### config.mk
export PLATFORM = sky130hd
export DESIGN_NAME = mem_bus_arbiter
export DESIGN_NICKNAME = d
export VERILOG_FILES = /design/src/rtl/sys_defs.sv /design/src/rtl/mem_tag_table.sv /design/src/rtl/mem_bus_arbiter.sv
export SDC_FILE = /design/constraint.sdc
export NUM_CORES = 1
export LEC_CHECK = 0
export CORE_AREA = 2 2 177 179
export CTS_BUF_LIST = sky130_fd_sc_hd__clkbuf_8
export DETAILED_ROUTE_END_ITERATION = 6
export DIE_AREA = 0 0 179 181
export GPL_TIMING_DRIVEN = 0
export MAX_ROUTING_LAYER = met4
export PLACE_DENSITY = 0.45
export RECOVER_POWER = 25
export SLEW_MARGIN = 20
export SYNTH_ARGS = -nofsm -noshare
export SYNTH_HDL_FRONTEND = slang
export SYNTH_HIERARCHICAL = 1
export SYNTH_SLANG_ARGS = --single-unit
### constraint.sdc
create_clock -name clock -period 6.5 [get_ports clock]
set_clock_uncertainty 0.15 [all_clocks]
set_input_delay 1.3 -clock clock [delete_from_list [all_inputs] [get_ports clock]]
set_output_delay 1.3 -clock clock [all_outputs]
set_load 0.03 [all_outputs]
### src/rtl/sys_defs.sv
// Shared system definitions: bus command/size encodings, address width and
// memory tag width used by the memory-side blocks.
`ifndef XLEN
`define XLEN 32
`endif

package sys_defs;
   localparam int XLEN          = `XLEN;
   localparam int MEM_TAG_WIDTH = 4;

   typedef enum logic [1:0] {
      BUS_NONE  = 2'h0,
      BUS_LOAD  = 2'h1,
      BUS_STORE = 2'h2
   } BUS_COMMAND;

   typedef enum logic [1:0] {
      BYTE   = 2'h0,
      HALF   = 2'h1,
      WORD   = 2'h2,
      DOUBLE = 2'h3
   } MEM_SIZE;

   function automatic logic [4:0] popcount16(input logic [15:0] v);
      logic [4:0] c;
      c = '0;
      for (int i = 0; i < 16; i++) c = c + {4'b0, v[i]};
      return c;
   endfunction
endpackage

### src/rtl/mem_tag_table.sv
// Tracks which requester owns each in-flight memory load tag (1..15),
// flags protocol errors and keeps a registered count of live entries.
module mem_tag_table
   import sys_defs::*;
(
   input  logic                     clock,
   input  logic                     reset,
   input  logic                     alloc_en,
   input  logic [MEM_TAG_WIDTH-1:0] alloc_tag,
   input  logic                     alloc_owner,
   input  logic [MEM_TAG_WIDTH-1:0] ret_tag,
   output logic                     ret_hit,
   output logic                     ret_owner,
   output logic [4:0]               outstanding_cnt,
   output logic                     tag_err
);
   // Bit 0 is never set: tag 0 means "no tag" on both ports.
   logic [15:0] valid, owner;
   logic [15:0] valid_next, owner_next;
   logic        err_next;

   always_comb begin
      valid_next = valid;
      owner_next = owner;
      err_next   = tag_err;
      ret_hit    = (ret_tag != '0) && valid[ret_tag];
      ret_owner  = owner[ret_tag];
      if ((ret_tag != '0) && !valid[ret_tag]) err_next = 1'b1;
      if (ret_hit) valid_next[ret_tag] = 1'b0;
      // Return is applied first, so a same-cycle return/reuse of one tag is legal.
      if (alloc_en && (alloc_tag != '0)) begin
         if (valid_next[alloc_tag]) err_next = 1'b1;
         valid_next[alloc_tag] = 1'b1;
         owner_next[alloc_tag] = alloc_owner;
      end
   end

   always_ff @(posedge clock or posedge reset) begin
      if (reset) begin
         valid           <= '0;
         owner           <= '0;
         tag_err         <= 1'b0;
         outstanding_cnt <= '0;
      end else begin
         valid           <= valid_next;
         owner           <= owner_next;
         tag_err         <= err_next;
         outstanding_cnt <= popcount16(valid_next);
      end
   end
endmodule

### src/rtl/mem_bus_arbiter.sv
// Arbitrates a single memory bus between instruction and data memory
// requesters, with Imem starvation protection and tag-based return routing.
module mem_bus_arbiter
   import sys_defs::*;
#(
   parameter int STARVE_LIMIT = 4
) (
   input  logic                     clock,
   input  logic                     reset,
   input  BUS_COMMAND               Imem2mem_command,
   input  logic [`XLEN-1:0]         Imem2mem_addr,
   input  MEM_SIZE                  Imem2mem_size,
   input  BUS_COMMAND               Dmem2mem_command,
   input  logic [`XLEN-1:0]         Dmem2mem_addr,
   input  logic [63:0]              Dmem2mem_data,
   input  MEM_SIZE                  Dmem2mem_size,
   input  logic [3:0]               mem2proc_response,
   input  logic [63:0]              mem2proc_data,
   input  logic [3:0]               mem2proc_tag,
   output BUS_COMMAND               proc2mem_command,
   output logic [`XLEN-1:0]         proc2mem_addr,
   output logic [63:0]              proc2mem_data,
   output MEM_SIZE                  proc2mem_size,
   output logic [3:0]               mem2Imem_response,
   output logic [3:0]               mem2Imem_tag,
   output logic [63:0]              mem2Imem_data,
   output logic [3:0]               mem2Dmem_response,
   output logic [3:0]               mem2Dmem_tag,
   output logic [63:0]              mem2Dmem_data,
   output logic                     grant_imem,
   output logic [4:0]               outstanding_cnt,
   output logic                     tag_err
);
   localparam int SW = $clog2(STARVE_LIMIT + 1);
   localparam logic [SW-1:0] LIMIT = SW'(STARVE_LIMIT);

   logic          imem_req, dmem_req, grant_dmem;
   logic [SW-1:0] starve_cnt, starve_next;
   logic          alloc_en, ret_hit, ret_owner;

   assign imem_req   = (Imem2mem_command == BUS_LOAD);
   assign dmem_req   = (Dmem2mem_command != BUS_NONE);
   assign grant_imem = imem_req && (!dmem_req || (starve_cnt == LIMIT));
   assign grant_dmem = dmem_req && !grant_imem;

   always_comb begin
      proc2mem_command = BUS_NONE;
      proc2mem_addr    = '0;
      proc2mem_data    = '0;
      proc2mem_size    = BYTE;
      if (grant_imem) begin
         proc2mem_command = Imem2mem_command;
         proc2mem_addr    = Imem2mem_addr;
         proc2mem_size    = Imem2mem_size;
      end else if (grant_dmem) begin
         proc2mem_command = Dmem2mem_command;
         proc2mem_addr    = Dmem2mem_addr;
         proc2mem_data    = Dmem2mem_data;
         proc2mem_size    = Dmem2mem_size;
      end
   end

   assign mem2Imem_response = grant_imem ? mem2proc_response : '0;
   assign mem2Dmem_response = grant_dmem ? mem2proc_response : '0;
   assign mem2Imem_data     = mem2proc_data;
   assign mem2Dmem_data     = mem2proc_data;
   assign mem2Imem_tag      = (ret_hit && !ret_owner) ? mem2proc_tag : '0;
   assign mem2Dmem_tag      = (ret_hit &&  ret_owner) ? mem2proc_tag : '0;

   // A denial is either losing arbitration or the memory rejecting the load.
   always_comb begin
      starve_next = '0;
      if (imem_req && !(grant_imem && (mem2proc_response != '0)))
         starve_next = (starve_cnt == LIMIT) ? starve_cnt : starve_cnt + SW'(1);
   end

   always_ff @(posedge clock or posedge reset) begin
      if (reset) starve_cnt <= '0;
      else       starve_cnt <= starve_next;
   end

   assign alloc_en = (proc2mem_command == BUS_LOAD) && (mem2proc_response != '0);

   mem_tag_table u_tag_table (
      .clock           (clock),
      .reset           (reset),
      .alloc_en        (alloc_en),
      .alloc_tag       (mem2proc_response),
      .alloc_owner     (grant_dmem),
      .ret_tag         (mem2proc_tag),
      .ret_hit         (ret_hit),
      .ret_owner       (ret_owner),
      .outstanding_cnt (outstanding_cnt),
      .tag_err         (tag_err)
   );
endmodule

==> metrics, run 1 <==
I/O pin cnt 461; PnR Total Power 0.00158 W; number of buffers added on ports 396; pre-CTS setup slack -0.342 ns; final worst slack 0.242 ns; clk buf depth 2; vias post-DR 5057; Critical Path Max Stage Delay 0.54 ns; Max Cap Violations 0; crit path max fanout 6; initial antenna violation count 3; maximum clock frequency 0.160 GHz; die height 181 um; number of non-filler instances in the completed layout 1320; Worst VDD drop 0.101 mV; most frequent cells in the layout clkdlybuf4s50_1 (383), buf_4 (134), and2_1 (82); Worst Path Class, Setup in -> reg; FF+latch count, synth 41; clock root buffer clkbuf_8; clk_lat worst skew 0.30 ns; CP Capture Type flip-flop; row count 64; Primary FF master, synth dfrtp_1; hold_ws 0.310 ns; final net count 1146; Slowest cell on crit path fa_1; Hold WC Path Type reg -> reg; clk sinks 41; Slew @ Worst Pin 1.18 ns; Post-Place Cell Area 0.00907 sq mm; Tot GR Track Use 0.175; CP Launch Type input pin; crit-path cells clkdlybuf4s50_1 -> nor2b_4 -> nand3_1 -> a21oi_2 -> nand3_1 -> or3_1 -> nand2_1 -> fa_1 -> inv_1 -> fa_1 -> fa_1 -> inv_1 -> fa_1 -> ha_1 -> inv_1 -> fa_1 -> nor2b_1 -> o21a_1; wire per inst 22.0 um; Final Hold Viols 0; commonest non-fill, non-tap cell in the layout clkdlybuf4s50_1; GPL Wtd Cong 0.909; Final setup viols 0; Post-Synthesis Cell Area 0.00458 sq mm; post-route ant nets 0; critical path arrival 6.35 ns; CORE AREA 0.0303 sq mm; Final Cycle Share 0.963; routed wire length 29.0 mm; syn avg cell area 8.90 sq um; vias in the first global route 5167; Die ar. 0.0324 sq mm; static leakage 3.91 nW; largest net degree at the start of global routing 22; drt initial violations 215; layout cells sized above 1 0.205; cells after synthesis 515; Tmin final 6.26 ns; grt met3 use 0.0282; post-synth cell types 51; H-tree depth 2; placed cells 1308; clk slew on worst S/H paths 0.08 ns; required time of the worst setup path 6.59 ns; Starting Density 0.151; cts hold-fix bufs 0; post-DP HPWL 25.5 mm; grt met1 use 0.225; Cell Pwr Density 172 mW/mm^2; CTS tree yes; most frequent cell on the critical path fa_1; Yosys warnings 6; chip width 179 um; Area growth syn-to-layout 100%; headroom to the max-slew limit 0.214; RSZ-0062 raised after global routing false; Slew Viols, Final 0; number of synthesized flops with an enable pin 0; grt total ovfl 0; crit-path leading delay family adder cells; drc violations 0; Mapped Nets 742; final instance area 0.00918 sq mm; Inserted Clock Buffers 5; Post-synth ARST share 1.00; routing usage on met2 0.300; busiest metal layer after global routing met2; Worst Path Buf+Inv 4; Via density 3.83; sequential share of the synthesized area 0.224; first-pass GRT wire length 39.1 mm; Detailed Routing Iterations Pass 1 4; status complete, no violations
[synthesized netlist by cell type (2+ instances only)]
library cell,instances,area (sq um)
buf_4,134,1010
and2_1,83,519
dfrtp_1,41,1030
a22o_1,34,298
inv_1,26,97.6
nand2_1,21,78.8
nor2_1,18,67.6
mux2_2,14,158
fa_1,10,200
mux4_2,10,225
a21oi_1,9,45.0
o21ai_0,9,45.0
buf_2,8,40.0
nand2b_1,8,50.1
nand3_1,8,40.0
buf_6,7,78.8
clkbuf_1,7,26.3
ha_1,7,87.6
and3_1,5,31.3
nor2b_1,4,25.0
a21o_1,3,22.5
o2111ai_1,3,26.3
o21ai_1,3,15.0
o31ai_1,3,22.5
or3_1,3,18.8
xnor2_1,3,26.3
a32o_1,2,20.0
mux2_1,2,22.5
mux2i_1,2,20.0
nand3b_1,2,15.0
nand4_1,2,12.5
nand4b_1,2,17.5
nor4_1,2,12.5
o211ai_1,2,15.0
o21a_1,2,15.0
[layer usage]
metal | wire length, um | vias up
li1 | - | 2409
met1 | 12900 | 2449
met2 | 14300 | 194
met3 | 1770 | 5
met4 | 61 | 0
met5 | 0 | -
[worst register-to-register path, stage by stage, from the launching register on]
cell     delay [ns]
dfrtp_1        0.41
inv_1          0.07
ha_1           0.31
nand3_1        0.15
a21oi_2        0.35
nand3_1        0.30
or3_1          0.43
nand2_1        0.19
fa_1           0.43
inv_1          0.09
fa_1           0.41
fa_1           0.54
inv_1          0.05
fa_1           0.54
ha_1           0.17
inv_1          0.05
fa_1           0.40
nor2b_1        0.13
o21a_1         0.12
[logic make-up (layout without fill, tap and decap cells)]
group / Yosys count / in the layout / synth area share
fa+ha+maj: 17 / 17 / 0.0628
flops: 41 / 41 / 0.224
buf+inv: 183 / 588 / 0.273
xor+xnor: 3 / 3 / 0.00573
simple gates: 166 / 166 / 0.209
other cells: 0 / 4 / 0
compound gates: 77 / 77 / 0.133
mux: 28 / 28 / 0.0928
[final timing paths]
| kind | from | to | slack [ns] | depth (start not counted) |
|---|---|---|---|---|
| worst min register to register | u_tag_table/owner[0]$_DFFE_PP0P_ | u_tag_table/owner[0]$_DFFE_PP0P_ | 0.31 | 1 |
| worst min-delay path | u_tag_table/owner[0]$_DFFE_PP0P_ | u_tag_table/owner[0]$_DFFE_PP0P_ | 0.31 | 1 |
| worst max register to register | starve_cnt[0]$_DFFE_PP0P_ | u_tag_table/outstanding_cnt[4]$_DFF_PP0_ | 1.14 | 18 |
| max in group asynchronous | reset | u_tag_table/valid[8]$_DFF_PP0_ | 3.26 | 3 |
| worst max-delay path | Imem2mem_command[0] | u_tag_table/outstanding_cnt[4]$_DFF_PP0_ | 0.24 | 18 |
| min in group asynchronous | reset | starve_cnt[0]$_DFFE_PP0P_ | 1.18 | 2 |
[area by class of cell]
class,count,area [sq um]
plain buffers,156,1150
repair buffers,397,3970
diodes,4,10.0
well taps,396,495
multi-input cells,291,2310
fillers,3209,21200
clock inverters,3,46.3
inverters,27,101
clock buffers,5,68.8
flip-flops and latches,41,1030
[power by group]
| part | switching [W] | internal [W] | total [W] |
|---|---|---|---|
| registers | 0.0000324 | 0.000312 | 0.000345 |
| clock network | 0.0000925 | 0.000115 | 0.000207 |
| logic | 0.000537 | 0.000492 | 0.00103 |
| total | 0.000662 | 0.000919 | 0.00158 |
[metrics by stage]
step	setup TNS, ns	utilization
after detailed placement	-1.05	0.299
after CTS	0	0.303
after floorplan	0	-
final	0	0.302
after global routing	0	0.302
after global placement	-1.23	0.298
[timing repair]
action                     4_1_cts  5_1_grt
setup endpoints to repair        1        3
setup buffers                    0        0
gates resized for setup          1        2
cloned                           0        0
[sequential cells by signal (all words and copies together), names as in the netlist]
| signal | count |
|---|---|
| starve_cnt | 3 |
| u_tag_table/valid | 16 |
| u_tag_table/owner | 16 |
| u_tag_table/tag_err | 1 |
| u_tag_table/outstanding_cnt | 5 |
(Power assumes the default switching activity.)
==> inputs of run 2 (changes only) <==
--- a/config.mk
+++ b/config.mk
@@ -5,6 +5,7 @@
 export SDC_FILE = /design/constraint.sdc
 export NUM_CORES = 1
 export LEC_CHECK = 0
+export ABC_CLOCK_PERIOD_IN_PS = 6500
 export CORE_AREA = 2 2 177 179
 export CTS_BUF_LIST = sky130_fd_sc_hd__clkbuf_8
 export DETAILED_ROUTE_END_ITERATION = 6
==> results of run 2 <==
The final DEF is identical to that of run 1; final timing and power are the same.
